File: config.mk
export PLATFORM = sky130hd
export DESIGN_NAME = bus_protocol_master
export DESIGN_NICKNAME = d
export VERILOG_FILES = /design/src/rtl/bus_protocol_pkg.sv /design/src/rtl/bus_byte_fifo.sv /design/src/rtl/bus_protocol_master.sv
export SDC_FILE = /design/constraint.sdc
export NUM_CORES = 1
export LEC_CHECK = 0
export CAP_MARGIN = 20
export CELL_PAD_IN_SITES_DETAIL_PLACEMENT = 0
export CELL_PAD_IN_SITES_GLOBAL_PLACEMENT = 1
export CORE_MARGIN = 1
export CORE_UTILIZATION = 43
export CTS_BUF_LIST = sky130_fd_sc_hd__clkbuf_8
export CTS_CLUSTER_DIAMETER = 120
export DETAILED_ROUTE_END_ITERATION = 10
export MAX_ROUTING_LAYER = met4
export PLACE_DENSITY = 0.84
export SYNTH_ARGS = -nofsm -noshare
export SYNTH_HDL_FRONTEND = slang
export SYNTH_HIERARCHICAL = 1
export SYNTH_SLANG_ARGS = --single-unit
File: constraint.sdc
create_clock -name clk -period 2.4 [get_ports clk]
set_input_delay 0.36 -clock clk [delete_from_list [all_inputs] [get_ports clk]]
set_output_delay 0.36 -clock clk [all_outputs]
set_load 0.01 [all_outputs]
File: src/rtl/bus_protocol_pkg.sv
// Shared types and burst timing constants for the dValid/dAck byte-bus master.
package bus_protocol_pkg;

  typedef enum logic {IDLE, DRIVE} state_e;

  // Burst cycle indices are counted from T0 = first cycle with dValid high.
  localparam logic [2:0] VALID_MIN_CYC = 3'd3;
  localparam logic [2:0] VALID_MAX_CYC = 3'd5;
  localparam logic [2:0] ACK_FIRST_CYC = 3'd2;
  localparam logic [2:0] ACK_LAST_CYC  = 3'd4;

endpackage

File: src/rtl/bus_byte_fifo.sv
// Synchronous byte FIFO with registered occupancy count.
// Ignores a push while full and a pop while empty.
module bus_byte_fifo #(
  parameter int DEPTH = 4
) (
  input  logic                     clk,
  input  logic                     reset,
  input  logic                     push,
  input  logic                     pop,
  input  logic [7:0]               din,
  output logic [7:0]               head,
  output logic                     full,
  output logic                     empty,
  output logic [$clog2(DEPTH):0]   count
);

  localparam int AW = $clog2(DEPTH);
  localparam int CW = AW + 1;

  logic [7:0]    r_mem [DEPTH];
  logic [AW-1:0] r_wr;
  logic [AW-1:0] r_rd;
  logic [CW-1:0] r_count;
  logic          w_push;
  logic          w_pop;

  assign w_push = push && !full;
  assign w_pop  = pop && !empty;
  assign full   = (r_count == CW'(DEPTH));
  assign empty  = (r_count == '0);
  assign head   = r_mem[r_rd];
  assign count  = r_count;

  always_ff @(posedge clk) begin
    if (w_push) r_mem[r_wr] <= din;
  end

  // Pointers wrap naturally because DEPTH is a power of two.
  always_ff @(posedge clk) begin
    if (reset) begin
      r_wr    <= '0;
      r_rd    <= '0;
      r_count <= '0;
    end else begin
      if (w_push) r_wr <= r_wr + 1'b1;
      if (w_pop)  r_rd <= r_rd + 1'b1;
      case ({w_push, w_pop})
        2'b10:   r_count <= r_count + 1'b1;
        2'b01:   r_count <= r_count - 1'b1;
        default: r_count <= r_count;
      endcase
    end
  end

endmodule

File: src/rtl/bus_protocol_master.sv
// Byte-bus transmitter: buffers input bytes and drives each as one 3..5 cycle dValid burst,
// retrying unacknowledged bytes up to MAX_RETRY times before dropping them with err_drop.
module bus_protocol_master
  import bus_protocol_pkg::*;
#(
  parameter int DEPTH     = 4,
  parameter int MAX_RETRY = 2
) (
  input  logic                     clk,
  input  logic                     reset,
  input  logic                     in_valid,
  input  logic [7:0]               in_data,
  output logic                     in_ready,
  output logic                     dValid,
  output logic [7:0]               data,
  input  logic                     dAck,
  output logic                     busy,
  output logic                     err_noack,
  output logic                     err_drop,
  output logic [$clog2(DEPTH):0]   fifo_count
);

  localparam logic [2:0] MAX_R = 3'(MAX_RETRY);

  state_e     r_state;
  logic [2:0] r_cyc;
  logic [2:0] r_retry;
  logic       r_fail;
  logic       r_dack_q;

  logic       w_push;
  logic       w_pop;
  logic [7:0] w_head;
  logic       w_full;
  logic       w_empty;
  logic       w_driving;
  logic       w_ackrise;
  logic       w_ok;
  logic       w_early;
  logic       w_fail_end;
  logic       w_drop;

  bus_byte_fifo #(.DEPTH(DEPTH)) u_fifo (
    .clk   (clk),
    .reset (reset),
    .push  (w_push),
    .pop   (w_pop),
    .din   (in_data),
    .head  (w_head),
    .full  (w_full),
    .empty (w_empty),
    .count (fifo_count)
  );

  assign in_ready  = !w_full;
  assign w_push    = in_valid && in_ready;
  assign w_driving = (r_state == DRIVE);
  assign busy      = w_driving || !w_empty;
  assign w_ackrise = dAck && !r_dack_q;

  // An ack level seen before T2 poisons the attempt; it then ends at the minimum length.
  assign w_early    = w_driving && dAck && (r_cyc < ACK_FIRST_CYC);
  assign w_ok       = w_driving && !r_fail && w_ackrise &&
                      (r_cyc >= ACK_FIRST_CYC) && (r_cyc <= ACK_LAST_CYC);
  assign w_fail_end = w_driving && !w_ok &&
                      ((r_fail && (r_cyc == VALID_MIN_CYC - 3'd1)) ||
                       (r_cyc == VALID_MAX_CYC - 3'd1));
  assign w_drop     = w_fail_end && (r_retry >= MAX_R);
  assign w_pop      = w_ok || w_drop;

  always_ff @(posedge clk) begin
    if (reset) begin
      r_state   <= IDLE;
      r_cyc     <= '0;
      r_retry   <= '0;
      r_fail    <= 1'b0;
      r_dack_q  <= 1'b0;
      dValid    <= 1'b0;
      data      <= 8'h00;
      err_noack <= 1'b0;
      err_drop  <= 1'b0;
    end else begin
      r_dack_q  <= dAck;
      err_noack <= 1'b0;
      err_drop  <= 1'b0;
      case (r_state)
        IDLE: begin
          // IDLE always lasts at least one cycle, which gives the mandatory gap.
          if (!w_empty) begin
            dValid  <= 1'b1;
            data    <= w_head;
            r_cyc   <= '0;
            r_fail  <= 1'b0;
            r_state <= DRIVE;
          end
        end
        DRIVE: begin
          r_cyc <= r_cyc + 3'd1;
          if (w_early) r_fail <= 1'b1;
          if (w_ok) begin
            dValid  <= 1'b0;
            r_retry <= '0;
            r_state <= IDLE;
          end else if (w_fail_end) begin
            dValid    <= 1'b0;
            err_noack <= 1'b1;
            r_state   <= IDLE;
            if (w_drop) begin
              err_drop <= 1'b1;
              r_retry  <= '0;
            end else begin
              r_retry <= r_retry + 3'd1;
            end
          end
        end
        default: r_state <= IDLE;
      endcase
    end
  end

endmodule
**Word-level counts from Yosys, hierarchy flattened**

Memory sizes are Yosys's and may differ from the RTL's. A register that Yosys moved wholly into a read port is not among the register bits.
Cells that the tools add are included.

- Order comparisons: 4
- Reduce and logical (&&, ||, !) cells: 31
- Bitwise logic cells: 3
- Multiplexer cells: 21
- Add/sub/neg operators: 6
- Equality and inequality tests: 8

Operator list:

| kind | count |
|---|---|
| $logic_and 1x1->1 | 14 |
| $mux 1 | 12 |
| $mux 3 | 4 |
| $pmux 3 s2 | 2 |
| $add 3x1->3 const B | 3 |
| $reduce_and 2->1 | 4 |
| $eq 3x3->1 const B | 2 |
| $ge 3x2->1 const B | 2 |
| $pmux 1 s2 | 3 |
| $logic_not 1->1 | 5 |
| $add 2x1->2 const B | 2 |
| $reduce_bool 2->1 | 2 |
| $reduce_or 4->1 | 1 |
| $eq 3x2->1 const B | 1 |
| $le 3x3->1 const B | 1 |
| $logic_not 3->1 | 1 |
| $logic_or 1x1->1 | 3 |
| $lt 3x2->1 const B | 1 |
| $ne 3x1->1 const B | 1 |
| $not 1->1 | 3 |
| $reduce_or 3->1 | 1 |
| $sub 3x1->3 const B | 1 |
| $eq 2x1->1 const B | 1 |
| $eq 2x2->1 const B | 1 |
| 2 further kinds | 2 |

- Memory bits (writable): 32
- Memories kept: 1
- Word-level logic and storage cells: 85
- Input bits: 12
- Bits in registers: 19
- Output and inout port bits: 16

Memory list:

| name | words | bits a word | read ports | clocked after memory_dff | wr ports | line | text |
|---|---|---|---|---|---|---|---|
| u_fifo.r_mem | 4 | 8 | 1 | 1 | 1 | bus_byte_fifo.sv:20 | `logic [7:0] r_mem [DEPTH];` |

**Logic depth before layout (Yosys ltp)**

Gate-level depths: netlist (run 1).

- Word-level depth: 13
- Depth in mapped cells: 13
- Depth with buffers taken out: 13

**Cells and area by module**

Netlist (run 1), hierarchy kept.

Modules (own cells, without submodules):

| module | instances | seq. area each (um2) | area an instance (um2) | cells an instance |
|---|---|---|---|---|
| bus_byte_fifo | 1 | 1141.1 | 1635.3 | 96 |
| bus_protocol_master | 1 | 400.4 | 895.9 | 101 |

**Least setup slack after synthesis (run 1)**

No wires, ideal clock.

- Path type: register to register
- From: reg r_cyc[1]
- To: reg u_fifo.r_count[2], in the netlist u_fifo/count[2]
- Period minus slack after synthesis: 2537 ps
- Arrival time: 2467 ps
- Library setup time: 70 ps
- Cell stages (with the launch flop): 13
- Data required time: 2330 ps
- Setup slack: -137 ps
- Buffers on the path: 0
- Path through: dfxtp_1 ha_1 nand4b_1 a21oi_1 or2_1 o31ai_2 inv_1 ha_1 inv_1 fa_1 xor2_1 or3_1 a21oi_1

- Longest elaborated chain between the ends: 11
- Elaborated cells between the ends (all ways): 18
- Those cells by class: order compare: 2; eq/ne: 4; mux: 1; reduce/logical: 11

Ends and longest elaborated chain:

| element | line | text |
|---|---|---|
| start, declared | bus_protocol_master.sv:26 | `logic [2:0] r_cyc;` |
| start signal, assigned | bus_protocol_master.sv:98 | `r_cyc <= r_cyc + 3'd1;` |
| $ge 3x2->1 | bus_protocol_master.sv:64 | `(r_cyc >= ACK_FIRST_CYC) && (r_cyc <= ACK_LAST_CYC);` |
| $logic_and 1x1->1 | bus_protocol_master.sv:63 | `assign w_ok = w_driving && !r_fail && w_ackrise &&` |
| $logic_and 1x1->1 | bus_protocol_master.sv:64 |  |
| $logic_not 1->1 | bus_protocol_master.sv:65 | `assign w_fail_end = w_driving && !w_ok &&` |
| $logic_and 1x1->1 (2 in series) | bus_protocol_master.sv:65 |  |
| $logic_and 1x1->1 | bus_protocol_master.sv:68 | `assign w_drop = w_fail_end && (r_retry >= MAX_R);` |
| $logic_or 1x1->1 (*) | bus_protocol_master.sv:69 | `assign w_pop = w_ok \|\| w_drop;` |
| named net w_pop | bus_protocol_master.sv:32 | `logic w_pop;` |
| $logic_and 1x1->1 (*) | bus_byte_fifo.sv:28 | `assign w_pop = pop && !empty;` |
| named net u_fifo.w_pop | bus_byte_fifo.sv:25 | `logic w_pop;` |
| $eq 2x1->1 / $eq 2x2->1 (equally long branches) | bus_byte_fifo.sv:47 | `case ({w_push, w_pop})` |
| $pmux 3 s2 / $reduce_bool 2->1 (equally long branches) | -- |  |
| end signal, assigned | bus_byte_fifo.sv:48 | `2'b10: r_count <= r_count + 1'b1;` |
| end signal, assigned | bus_byte_fifo.sv:49 | `2'b01: r_count <= r_count - 1'b1;` |
| end signal, assigned | bus_byte_fifo.sv:50 | `default: r_count <= r_count;` |
| end, declared | bus_byte_fifo.sv:23 | `logic [CW-1:0] r_count;` |

Mark *: on every way through the listed nets, which the timed path passes. The rest lies on a longest branch.
A chain may end at the register's enable or synchronous reset.

**Worst setup path after layout (run 1)**

- From: reg r_cyc[0]
- To: reg u_fifo.r_count[2], in the netlist u_fifo/count[2]

Same word-level chain as after synthesis.

==> impl_summary.md, run 1 <==
Run
The count of maximum capacitance violations is 0.

Timing
The final hold violation count is 0. The worst clock skew on the final layout is 4.72 ps. The achievable frequency is 0.420 GHz.

For the finished layout, the period the worst path requires is 2380 ps. The number of endpoints failing setup at the final stage is 0. The final period utilization is 0.992. The number of pins with negative max-slew slack in the final report is 0.

At the pin with the least slew margin, the transition time is 534 ps. Setup repair after global routing could not meet its margin everywhere. The worst slew margin relative to its limit is 0.644.

Power and ir drop
Cell internal power was estimated by the tool at 2.00 mW. In this run the power density over the cells is 781 nW/um^2. Of the total power, registers draw 0.459.

For this design the total switching power over the nets is 594 uW. The share of total power dissipated in combinational logic is 0.114. Of the total power, the clock network draws 0.426. The leakage power summed over all cells is 1.21 nW.

Of the total power, the share spent switching nets is 0.229. The worst-case IR drop observed on VDD is 0.000382 V.

Drt
The first routing iteration left 57 violations. In the final routed layout, each cell accounts on average for 14.3 um. For this run, design rule violations remaining after detail routing come to 0. The per-cell via count in the routed design is 5.08.

The overall via count from detail_route is 1661. The wire length reported by the detailed router is 4.67 mm. The number of detailed-routing iterations run before antenna repair is 4. The number of nets with antenna violations after detailed routing is 0.

Outcome
The run finished with clean final reports.

Synth
The count of flip-flops with a built-in enable after synthesis is 32. For this run, the leading register cell type out of synthesis is sky130_fd_sc_hd__edfxtp_1. The cell count after synthesis came out at 197.

The total standard cell area after synthesis is 2530 um^2. The share of the yosys chip area belonging to registers is 0.609. For this run, asynchronously set or reset flops after synthesis account for 0.

For this run, the number of Yosys warnings is 6. In this run, distinct cell masters in the synthesized netlist total 39. A synthesized cell averages 12.8 um^2. The net count after synthesis is 219. The number of storage elements in the synthesis netlist is 61.

Final layout
The share of layout cells above drive strength 1 is 0.263. The summed area of non-filler cells in the final layout is 3320 um^2. The antenna diode count is 0. The fill cell instance count of the final layout is 457. The finished layout holds 327 standard cells, fillers aside. The multi-input combinational cells in the finished layout cover a total of 938 um^2. The most common cell after layout, fill and taps aside is sky130_fd_sc_hd__edfxtp_1. For this run, the post-layout net count is 272. Leaving out fill and tap cells, the most frequent cells in the layout are 32 x sky130_fd_sc_hd__edfxtp_1, 27 x sky130_fd_sc_hd__clkdlybuf4s50_1, 26 x sky130_fd_sc_hd__dfxtp_1, 22 x sky130_fd_sc_hd__buf_4, 19 x sky130_fd_sc_hd__nand2_1. Summing all flip-flop and latch instances after layout gives 1550 um^2. The synthesis-to-layout area growth is 31.2%.

Placed design
The placer's final routability congestion estimate is 0.788. The placed instance count is 307. Port buffering added 27 buffers. Detailed placement ended at an HPWL of 3.20 mm. In this run the cell area measured after placement is 3020 um^2.

Floorplan
The starting density of the core is 0.454. The die area is 6200 um^2. In this run the vertical extent of the chip is 78.7 um.

The number of cell rows is 27. The number of placed I/O pins is 28. The region available for standard cell placement spans 5570 um^2.

Measured along the x axis, the die boundary spans 78.7 um.

Clocking
The total clock buffers created by CTS is 9. The clock tree synthesis step divided the H-tree into 3 levels. TritonCTS built the clock tree. The CTS sink count is 61. The clock latency reported for the late side of the worst-skew pair is 330 ps. The largest buffer count on any clock path is 2. The master cell of the clock root buffer is sky130_fd_sc_hd__clkbuf_8. Clock-pin slew was measured on the worst setup and hold paths at 70 ps.

Global routing
The first global-routing pass estimated 7.76 mm of wire. The number of antenna violations at the first check in global routing came to 0. The largest net degree at the start of global routing is 16. The overall routing resource usage is 0.173.

The via count of the first global-routing pass is 1681. The total overflow left after global routing is 0.

Setup path
On the worst path, the slowest cell contributes a delay of 360 ps. The peak fanout along the critical path is 4. Together, buffers and inverters on the worst path number 3.

STA classifies the critical path startpoint as a flop. Data on the critical path is required at its endpoint by 2650 ps. The kind of cell adding the most delay to the critical path is simple AND/OR/NAND/NOR gates.

The capturing element type of the critical path is a flop. At the worst endpoint, the arrival time is 2640 ps. Traced cell by cell, the critical path runs through buf_4, nor3b_4, o2111a_2, or2_1, o31ai_2, inv_1, ha_2, inv_2, fa_2, xor2_1, or3_1, a21oi_1. The critical path class is flop to flop. The slowest stage of the critical path belongs to the cell sky130_fd_sc_hd__dfxtp_4.

Hold path
The class of the most critical hold timing path is flop to flop.
## sequential cells by signal, summed over array words and instances (netlist names), named ones only
signal and count:
r_retry 3, dValid 1, u_fifo/count 3, u_fifo/r_mem 32, data 8, u_fifo/r_wr 2, u_fifo/r_rd 2, r_state 1
err_drop 1, r_cyc 3, r_fail 1, r_dack_q 1, err_noack 1
## through the flow
step | setup WS [ps] | hold slack [ps] | power [mW] | util | TNS, ps
floorplan | 23.1 | 459 | 1.35 | - | 0
global placement | -111 | 443 | 1.48 | 0.541 | -111
finish | 18.5 | 451 | 2.59 | 0.596 | 0
global route | -172 | 473 | 2.70 | 0.596 | -172
detailed placement | -146 | 445 | 1.49 | 0.541 | -146
CTS | 5.63 | 455 | 2.61 | 0.591 | 0
## power groups by stage
stage | combinational [mW] | clock (mW) | sequential, mW
floorplan | 0.133 | 0 | 1.22
global placement | 0.272 | 0 | 1.21
detailed placement | 0.278 | 0 | 1.21
CTS | 0.290 | 1.13 | 1.19
global route | 0.325 | 1.18 | 1.20
finish | 0.296 | 1.11 | 1.19
## synth_stat cells, types with 2 or more instances
cell type	number	area share
sky130_fd_sc_hd__nand2_1	19	0.028
sky130_fd_sc_hd__buf_1	2	0.0030
sky130_fd_sc_hd__or3_1	3	0.0074
sky130_fd_sc_hd__and2_1	4	0.0099
sky130_fd_sc_hd__ha_1	9	0.044
sky130_fd_sc_hd__nor3_1	3	0.0059
sky130_fd_sc_hd__mux4_2	8	0.071
sky130_fd_sc_hd__nor4_1	3	0.0074
sky130_fd_sc_hd__o21ai_0	3	0.0059
sky130_fd_sc_hd__a21oi_1	14	0.028
sky130_fd_sc_hd__nand3_1	3	0.0059
sky130_fd_sc_hd__nor2b_1	5	0.012
sky130_fd_sc_hd__o2111ai_1	2	0.0069
sky130_fd_sc_hd__a211oi_1	2	0.0059
sky130_fd_sc_hd__nand2b_1	2	0.0049
sky130_fd_sc_hd__nor2_1	11	0.016
sky130_fd_sc_hd__clkbuf_1	4	0.0059
sky130_fd_sc_hd__inv_1	15	0.022
sky130_fd_sc_hd__edfxtp_1	32	0.38
sky130_fd_sc_hd__xor2_1	4	0.014
sky130_fd_sc_hd__mux2i_1	2	0.0079
sky130_fd_sc_hd__dfxtp_1	29	0.23
sky130_fd_sc_hd__a31oi_1	2	0.0049
## cells by family after synthesis
family / after synthesis / share of synthesized area
and+or+nand+nor: 62 / 0.133
adders and majority gates: 10 / 0.0524
DFF: 61 / 0.609
xor gates and xnor gates: 4 / 0.0138
muxes: 10 / 0.0791
buffers and inverters: 22 / 0.0331
AOI/OAI and AO/OA: 28 / 0.0791
## area by class of cell
| type | count | area share |
|---|---|---|
| tap | 72 | 0.0271 |
| timing repair buffer | 49 | 0.131 |
| inverter | 15 | 0.0177 |
| multi-input combinational | 114 | 0.283 |
| clock inverter | 7 | 0.0365 |
| sequential | 61 | 0.468 |
| clock buffer | 9 | 0.0373 |
## path summary, 6_finish.rpt
check,start,end,cells after the start,slack (ps)
min reg2reg,data[5],data[5],2,450
min,data[5],data[5],2,450
max,r_cyc[0],u_fifo/count[2],12,20
max reg2reg,r_cyc[0],u_fifo/count[2],12,20
## worst min-delay path, cell delays in order (launching register included)
cell and delay, ps:
sky130_fd_sc_hd__dfxtp_1 310, sky130_fd_sc_hd__nand2_1 50, sky130_fd_sc_hd__a21oi_1 50
## repair_timing
action | 4_1_cts | 5_1_grt
pin swaps | 3 | 2
buffers inserted | 2 | 2
setup endpoints to repair | 1 | 2
resized for setup | 4 | 5
gates cloned | 0 | 0
hold buffers | 0 | 0
endpoints found under the hold margin | 0 | 0
## metal layers
layer / GRT usage / wire (um)
met2: 0.290 / 2400
met5: - / 0
met4: 0.0778 / 61
met3: 0.0425 / 152
met1: 0.196 / 2060
No activity file was read; power rests on OpenSTA's default activity.
==> inputs of run 2 (changes only) <==
--- a/config.mk
+++ b/config.mk
@@ -8,13 +8,15 @@
 export CAP_MARGIN = 20
 export CELL_PAD_IN_SITES_DETAIL_PLACEMENT = 0
 export CELL_PAD_IN_SITES_GLOBAL_PLACEMENT = 1
-export CORE_MARGIN = 1
+export CORE_MARGIN = 10
 export CORE_UTILIZATION = 43
 export CTS_BUF_LIST = sky130_fd_sc_hd__clkbuf_8
 export CTS_CLUSTER_DIAMETER = 120
 export DETAILED_ROUTE_END_ITERATION = 10
+export GPL_TIMING_DRIVEN = 0
 export MAX_ROUTING_LAYER = met4
 export PLACE_DENSITY = 0.84
+export RECOVER_POWER = 100
 export SYNTH_ARGS = -nofsm -noshare
 export SYNTH_HDL_FRONTEND = slang
 export SYNTH_HIERARCHICAL = 1
==> run 2 against run 1 <==
Fmax is 1.3% lower. Final cell count is 1.2% lower. Die area is 51% higher. The run now ends with negative setup slack left. First-iteration DRC count is 25% higher. Largest power group unchanged. Utilization is 1.2 points lower. Sequential power hardly changed. Total power is 9.0% lower. Via count is 2.4% lower. Wire length is 5.8% higher. Critical endpoint unchanged. Clock power is 20% lower.
==> impl_summary.md, run 2 (synthesis gave the netlist of run 1 again) <==
Final layout
The summed area of non-filler cells in the final layout was 3270 um^2 (was 3320 um^2). The register containing the most flip-flops in the final layout is u_fifo/r_mem (unchanged). The most common cell after layout, fill and taps aside is sky130_fd_sc_hd__edfxtp_1 (unchanged).

The antenna diode count is 0 (unchanged). The core occupancy in the finished layout is 0.584 (was 0.596). The number of flip-flops under the largest register name is 32 (unchanged). The synthesis-to-layout area growth is 29.4% (was 31.2%). The share of layout cells above drive strength 1 was 0.259 (was 0.263).

The number of nets in the layout came to 268 (was 272). Top library cells by usage in the layout, fill and taps aside: 32 x sky130_fd_sc_hd__edfxtp_1, 23 x sky130_fd_sc_hd__dfxtp_1, 19 x sky130_fd_sc_hd__nand2_1, 17 x sky130_fd_sc_hd__clkdlybuf4s50_1, 13 x sky130_fd_sc_hd__inv_1 (was 32 x sky130_fd_sc_hd__edfxtp_1, 27 x sky130_fd_sc_hd__clkdlybuf4s50_1, 26 x sky130_fd_sc_hd__dfxtp_1, 22 x sky130_fd_sc_hd__buf_4, 19 x sky130_fd_sc_hd__nand2_1). Largest registers in the final layout: u_fifo/r_mem x32, data x8 (unchanged).

Clocking
The number of H-tree levels was 3 (unchanged). The clock transition at the register clock pins on the worst setup and hold paths after CTS is 70 ps (about the same). The total clock buffers created by CTS is 9 (unchanged). The total of hold buffers inserted after clock tree synthesis was 0 (unchanged). The clock latency reported for the late side of the worst-skew pair is 340 ps (was 330 ps). The CTS sink count is 61 (unchanged). The master cell of the clock root buffer is sky130_fd_sc_hd__clkbuf_8 (unchanged). The CTS tree is built (unchanged). The largest buffer count on any clock path is 2 (unchanged).

Timing
The final hold violation count is 0 (unchanged). The post-route minimum period is 2410 ps (was 2380 ps). The final period utilization is 1.00 (was 0.992). The transition at the pin with the smallest max-transition slack is 519 ps (was 534 ps). The achievable frequency is 0.415 GHz (was 0.420 GHz). The final worst slack was -11.7 ps (was 18.5 ps). The number of pins with negative max-slew slack in the final report is 0 (unchanged). Setup repair after global routing missed its margin: yes (unchanged). The worst clock skew on the final layout is 7.18 ps (was 4.72 ps). The number of endpoints failing setup at the final stage is 1 (was 0). The worst slew margin relative to its limit was 0.654 (was 0.644). The final sum of negative setup slack is -11.7 ps (was 0 ps).

Floorplan
The placeable core region is 5610 um^2 (was 5570 um^2). The vertical die dimension came to 96.7 um (was 78.7 um). The number of placed I/O pins is 28 (unchanged).

The overall die width is 96.7 um (was 78.7 um). The number of cell rows is 27 (unchanged). The die area is 9360 um^2 (was 6200 um^2). The starting density of the core is 0.451 (was 0.454).

Power and ir drop
The leakage power summed over all cells came to 1.14 nW (was 1.21 nW). The power density over cell area was 721 nW/um^2 (was 781 nW/um^2). The post-route total power was 2.36 mW (was 2.59 mW). The highest ir drop seen on vdd is 0.000363 V (was 0.000382 V).

Placed design
The post-detailed-placement half-perimeter wirelength is 3.34 mm (was 3.20 mm). The placer's final routability congestion estimate is 0.800 (was 0.788). The placed instance area is 2900 um^2 (was 3020 um^2). The number of buffers inserted by port buffering is 26 (was 27).

Drt
The amount of wire on met2 after detailed routing is 2.40 mm (about the same). The per-cell via count in the routed design is 5.02 (was 5.08). The post-detailed-route DRC marker count is 0 (unchanged). The uppermost signal routing layer after detailed routing is met4 (unchanged). The overall via count from detail_route is 1621 (was 1661).

The wire length reported by the detailed router came to 4.94 mm (was 4.67 mm). The number of nets with antenna violations after detailed routing was 0 (unchanged). The average wire length per cell after detail routing is 15.3 um (was 14.3 um). The total length of routed met3 wires is 215 um (was 152 um). The number of DRC markers after the initial detailed-route iteration is 71 (was 57).

The routed metal-1 wire length is 2.22 mm (was 2.06 mm). The number of detailed-routing iterations run before antenna repair is 4 (unchanged).

Setup path
The capturing element type of the critical path was a flop (unchanged). The worst-case register-to-register setup slack was -10 ps (was 20 ps). Critical path, cell by cell: ha_2, nor3_4, a21oi_2, or2_4, o31ai_4, inv_1, ha_2, inv_2, fa_2, xor2_1, or3_1, a21oi_2 (was buf_4, nor3b_4, o2111a_2, or2_1, o31ai_2, inv_1, ha_2, inv_2, fa_2, xor2_1, or3_1, a21oi_1).

The arrival time of the worst setup path is 2680 ps (was 2640 ps). The combined buffer and inverter count along the critical path was 2 (was 3). The type of origin of the critical path is a flop (unchanged). The kind of cell adding the most delay to the critical path is adder cells (was simple AND/OR/NAND/NOR gates). The critical path class is flop to flop (unchanged). The data required time of the worst path came to 2670 ps (was 2650 ps). The stage delay of the slowest cell on the critical path is 440 ps (was 360 ps). The peak fanout along the critical path was 4 (unchanged).

The cell with the biggest individual delay on the critical path is sky130_fd_sc_hd__dfxtp_1 (was sky130_fd_sc_hd__dfxtp_4).

Global routing
The global-route congestion overflow total is 0 (unchanged). The via count of the first global-routing pass is 1708 (was 1681). The first-pass GRT wire length is 8.18 mm (was 7.76 mm). The largest net degree at the start of global routing is 13 (was 16). The overall routing resource usage is 0.111 (was 0.173). The number of antenna violations at the first check in global routing is 0 (unchanged).

Outcome
The final reports fail on negative setup slack. Status: finished, violations left (was finished clean).

Run
The count of maximum capacitance violations is 0 (unchanged).

Hold path
The class of the most critical hold timing path is primary input to flop (was flop to flop).
-- run 2: stage by stage --
stage	setup WS (ps)	std cells	hold slack, ps
2_1_floorplan	23.1	197	459
3_3_place_gp	-318	295	444
3_5_place_dp	-364	295	448
4_1_cts	-9.13	320	373
5_1_grt	-157	323	418
6_report	-11.7	323	394
-- run 2: final cells by class --
type	count	area [um^2]
Fill cell	472	2330
Sequential cell	61	1560
Multi-Input combinational cell	114	991
Timing Repair Buffer	38	350
Clock buffer	9	124
Tap cell	72	90.1
Clock inverter	7	76.3
Inverter	15	58.8
Buffer	7	27.5
-- run 2: timing repair --
| item | in CTS | in global routing |
|---|---|---|
| setup endpoints to repair | 2 | 3 |
| buffers inserted | 9 | 3 |
| pin swaps | 5 | 2 |
| resized for setup | 4 | 16 |
-- run 2: worst reg2reg max path: stages, from the launching register on --
cell,delay (ps)
sky130_fd_sc_hd__dfxtp_1,440
sky130_fd_sc_hd__ha_2,240
sky130_fd_sc_hd__nor3_4,60
sky130_fd_sc_hd__a21oi_2,160
sky130_fd_sc_hd__or2_4,160
sky130_fd_sc_hd__o31ai_4,60
sky130_fd_sc_hd__inv_1,70
sky130_fd_sc_hd__ha_2,180
sky130_fd_sc_hd__inv_2,40
sky130_fd_sc_hd__fa_2,330
sky130_fd_sc_hd__xor2_1,160
sky130_fd_sc_hd__or3_1,330
sky130_fd_sc_hd__a21oi_2,110
-- run 2: final timing paths --
kind                                  from               to  cells past startpoint
worst min-delay path                 reset  u_fifo/count[1]                      2
worst min register to register     data[1]          data[1]                      2
worst max-delay path            r_retry[1]  u_fifo/count[2]                     12
worst max register to register  r_retry[1]  u_fifo/count[2]                     12
-- run 2: layer usage --
| metal | global-route usage | vias to the layer above |
|---|---|---|
| li1 | - | 805 |
| met1 | 0.121 | 775 |
| met2 | 0.174 | 32 |
| met3 | 0.0412 | 9 |
| met4 | 0.0541 | 0 |
| met5 | - | - |
-- run 2: power by group --
part | leakage [nW] | switching (mW) | internal, mW
sequential | 0.534 | 0.0464 | 1.16
combinational | 0.525 | 0.139 | 0.128
clock | 0.0837 | 0.412 | 0.479
==> inputs of run 3 (changes only) <==
--- a/config.mk
+++ b/config.mk
@@ -17,6 +17,7 @@
 export MAX_ROUTING_LAYER = met4
 export PLACE_DENSITY = 0.84
 export RECOVER_POWER = 100
+export REMOVE_ABC_BUFFERS = 1
 export SYNTH_ARGS = -nofsm -noshare
 export SYNTH_HDL_FRONTEND = slang
 export SYNTH_HIERARCHICAL = 1
==> run 3 against run 2 <==
The flow still finishes with violations (negative setup slack). First-iteration DRC count grew 34%. Wire length grew 2.5%. Total power shrank 1.3%. Utilization grew 1.7 points. Die area is the same. Via count grew 2.0%. Largest cell class unchanged.
==> impl_summary.md, run 3 (synthesis gave the netlist of run 1 again) <==
Final layout
The antenna diode count is 0 (unchanged). The fill cell instance count of the final layout is 455 (was 472). Top library cells by usage in the layout, fill and taps aside: 32 x sky130_fd_sc_hd__edfxtp_1, 22 x sky130_fd_sc_hd__dfxtp_1, 22 x sky130_fd_sc_hd__buf_4, 18 x sky130_fd_sc_hd__nand2_1, 18 x sky130_fd_sc_hd__clkdlybuf4s50_1 (was 32 x sky130_fd_sc_hd__edfxtp_1, 23 x sky130_fd_sc_hd__dfxtp_1, 19 x sky130_fd_sc_hd__nand2_1, 17 x sky130_fd_sc_hd__clkdlybuf4s50_1, 13 x sky130_fd_sc_hd__inv_1). The synthesis-to-layout area growth is 33.0% (was 29.4%). The share of layout cells above drive strength 1 is 0.292 (was 0.259). The area of the multi-input gates was 1000 um^2 (was 991 um^2). Largest registers in the final layout: u_fifo/r_mem x32, data x8 (unchanged).

The register containing the most flip-flops in the final layout is u_fifo/r_mem (unchanged). The number of flip-flops under the largest register name came to 32 (unchanged). The final standard cell count with taps included and fillers excluded came to 329 (was 323). The footprint of the flip-flops and latches came to 1560 um^2 (about the same). The number of nets in the layout is 274 (was 268). The most common cell after layout, fill and taps aside is sky130_fd_sc_hd__edfxtp_1 (unchanged).

Clocking
The total clock buffers created by CTS was 9 (unchanged). The master cell of the clock root buffer was sky130_fd_sc_hd__clkbuf_8 (unchanged). The total of hold buffers inserted after clock tree synthesis is 0 (unchanged). The clock transition at the register clock pins on the worst setup and hold paths after CTS came to 60 ps (was 70 ps). The CTS tree is built (unchanged). The largest buffer count on any clock path was 2 (unchanged). The number of H-tree levels came to 3 (unchanged).

The CTS sink count was 61 (unchanged). The clock latency reported for the late side of the worst-skew pair came to 330 ps (was 340 ps).

Placed design
The number of buffers inserted by port buffering came to 27 (was 26). The placer's final routability congestion estimate was 0.737 (was 0.800). The placed instance count is 289 (was 295). The post-detailed-placement half-perimeter wirelength was 3.03 mm (was 3.34 mm).

Drt
The number of detailed-routing iterations run before antenna repair came to 4 (unchanged). The wire length reported by the detailed router is 5.07 mm (was 4.94 mm). The number of nets with antenna violations after detailed routing is 0 (unchanged). The average wire length per cell after detail routing is 15.4 um (was 15.3 um). The per-cell via count in the routed design is 5.02 (about the same). The overall via count from detail_route came to 1653 (was 1621).

The number of DRC markers after the initial detailed-route iteration was 95 (was 71). The post-detailed-route DRC marker count is 0 (unchanged).

Power and ir drop
The leakage power summed over all cells came to 1.21 nW (was 1.14 nW). The highest ir drop seen on vdd is 0.000534 V (was 0.000363 V). The post-route total power is 2.33 mW (was 2.36 mW). The power density over cell area was 692 nW/um^2 (was 721 nW/um^2).

Floorplan
The vertical die dimension came to 96.7 um (unchanged). The overall die width is 96.7 um (unchanged). The number of cell rows was 27 (unchanged).

The die area was 9360 um^2 (unchanged). The number of placed I/O pins is 28 (unchanged). The placeable core region is 5610 um^2 (unchanged).

The starting density of the core came to 0.451 (unchanged).

Run
The count of maximum capacitance violations is 0 (unchanged).

Timing
The number of pins with negative max-slew slack in the final report is 0 (unchanged). The final hold violation count is 0 (unchanged). The final period utilization was 1.00 (about the same). The worst slew margin relative to its limit is 0.626 (was 0.654). The transition at the pin with the smallest max-transition slack is 560 ps (was 519 ps).

The achievable frequency is 0.416 GHz (was 0.415 GHz). The number of endpoints failing setup at the final stage came to 1 (unchanged). The final worst slack is -0.998 ps (was -11.7 ps).

Setup repair after global routing missed its margin: yes (unchanged). The worst clock skew on the final layout came to 7.51 ps (was 7.18 ps). The post-route minimum period is 2400 ps (was 2410 ps).

Global routing
The largest net degree at the start of global routing is 30 (was 13). The via count of the first global-routing pass is 1668 (was 1708). The overall routing resource usage is 0.109 (was 0.111). The global-route congestion overflow total is 0 (unchanged). The first-pass GRT wire length came to 8.06 mm (was 8.18 mm). The number of antenna violations at the first check in global routing is 0 (unchanged).

Outcome
Status: finished, violations left (unchanged). Violated checks: negative setup slack (unchanged).

Setup path
The type of origin of the critical path is a flop (unchanged). The capturing element type of the critical path is a flop (unchanged). The data required time of the worst path is 2660 ps (was 2670 ps). The arrival time of the worst setup path is 2660 ps (was 2680 ps).

The critical path class was flop to flop (unchanged). The peak fanout along the critical path was 4 (unchanged).

Hold path
The class of the most critical hold timing path is flop to flop (was primary input to flop).
run 3: cell count changes in the layout (fill, tap and decap cells not counted), sizes merged:
cell / previous run / this run
clkinvlp: 5 / 1
clkdlybuf4s50: 17 / 18
clkbuf: 13 / 11
buf: 15 / 23
inv: 15 / 16
clkinv: 1 / 3
run 3: cell type report:
class,count,share of cell area
sequential,61,0.463
clock buffer,10,0.0409
inverter,15,0.0175
tap,72,0.0268
multi-input combinational,114,0.298
timing repair buffer,51,0.139
clock inverter,6,0.0160
run 3: through the flow:
stage,hold slack [ps],utilization,worst slack [ps],setup TNS [ps],instance area [um^2]
finish,451,0.600,-0.998,-0.998,3370
global route,481,0.600,-105,-141,3370
CTS,456,0.586,10.1,0,3280
detailed placement,447,0.511,-498,-771,2860
global placement,444,0.511,-511,-816,2860
floorplan,424,-,-142,-142,2500
run 3: report_power, final:
group          internal (mW)  switching, mW  leakage (nW)
clock                  0.494          0.363        0.0986
combinational          0.133          0.131         0.577
sequential              1.16         0.0491         0.534
total                   1.79          0.543          1.21
run 3: critical path: stages, from the launching register on:
cell and delay [ps]:
sky130_fd_sc_hd__dfxtp_4 360, sky130_fd_sc_hd__inv_4 50, sky130_fd_sc_hd__ha_4 110, sky130_fd_sc_hd__nand4b_1 160
sky130_fd_sc_hd__a21oi_2 210, sky130_fd_sc_hd__or2_4 160, sky130_fd_sc_hd__o31ai_2 70, sky130_fd_sc_hd__inv_1 70
sky130_fd_sc_hd__ha_2 190, sky130_fd_sc_hd__inv_2 40, sky130_fd_sc_hd__fa_2 330, sky130_fd_sc_hd__xor2_1 150
sky130_fd_sc_hd__or3_1 300, sky130_fd_sc_hd__a21oi_1 110
run 3: routing by layer:
layer  part of all wire  routed length (um)  vias to the layer above  track usage
li1                   -                   -                      819            -
met2               0.49                2510                       37        0.166
met3              0.048                 243                       10       0.0298
met1               0.43                2190                      787        0.120
met5                  0                   0                        -            -
met4              0.024                 121                        0       0.0789
run 3: path summary, 6_finish.rpt:
kind | from | to | slack (ps) | cells after the start
min reg2reg | data[0] | data[0] | 450 | 2
min | data[0] | data[0] | 450 | 2
max reg2reg | r_cyc[0] | u_fifo/count[2] | -1 | 13
max | r_cyc[0] | u_fifo/count[2] | -1 | 13
run 3: timing repair:
action                                  4_1_cts  5_1_grt
pin swaps                                     4        7
endpoints found under the setup margin        2        7
setup buffers                                20        5
resized for setup                            21       11
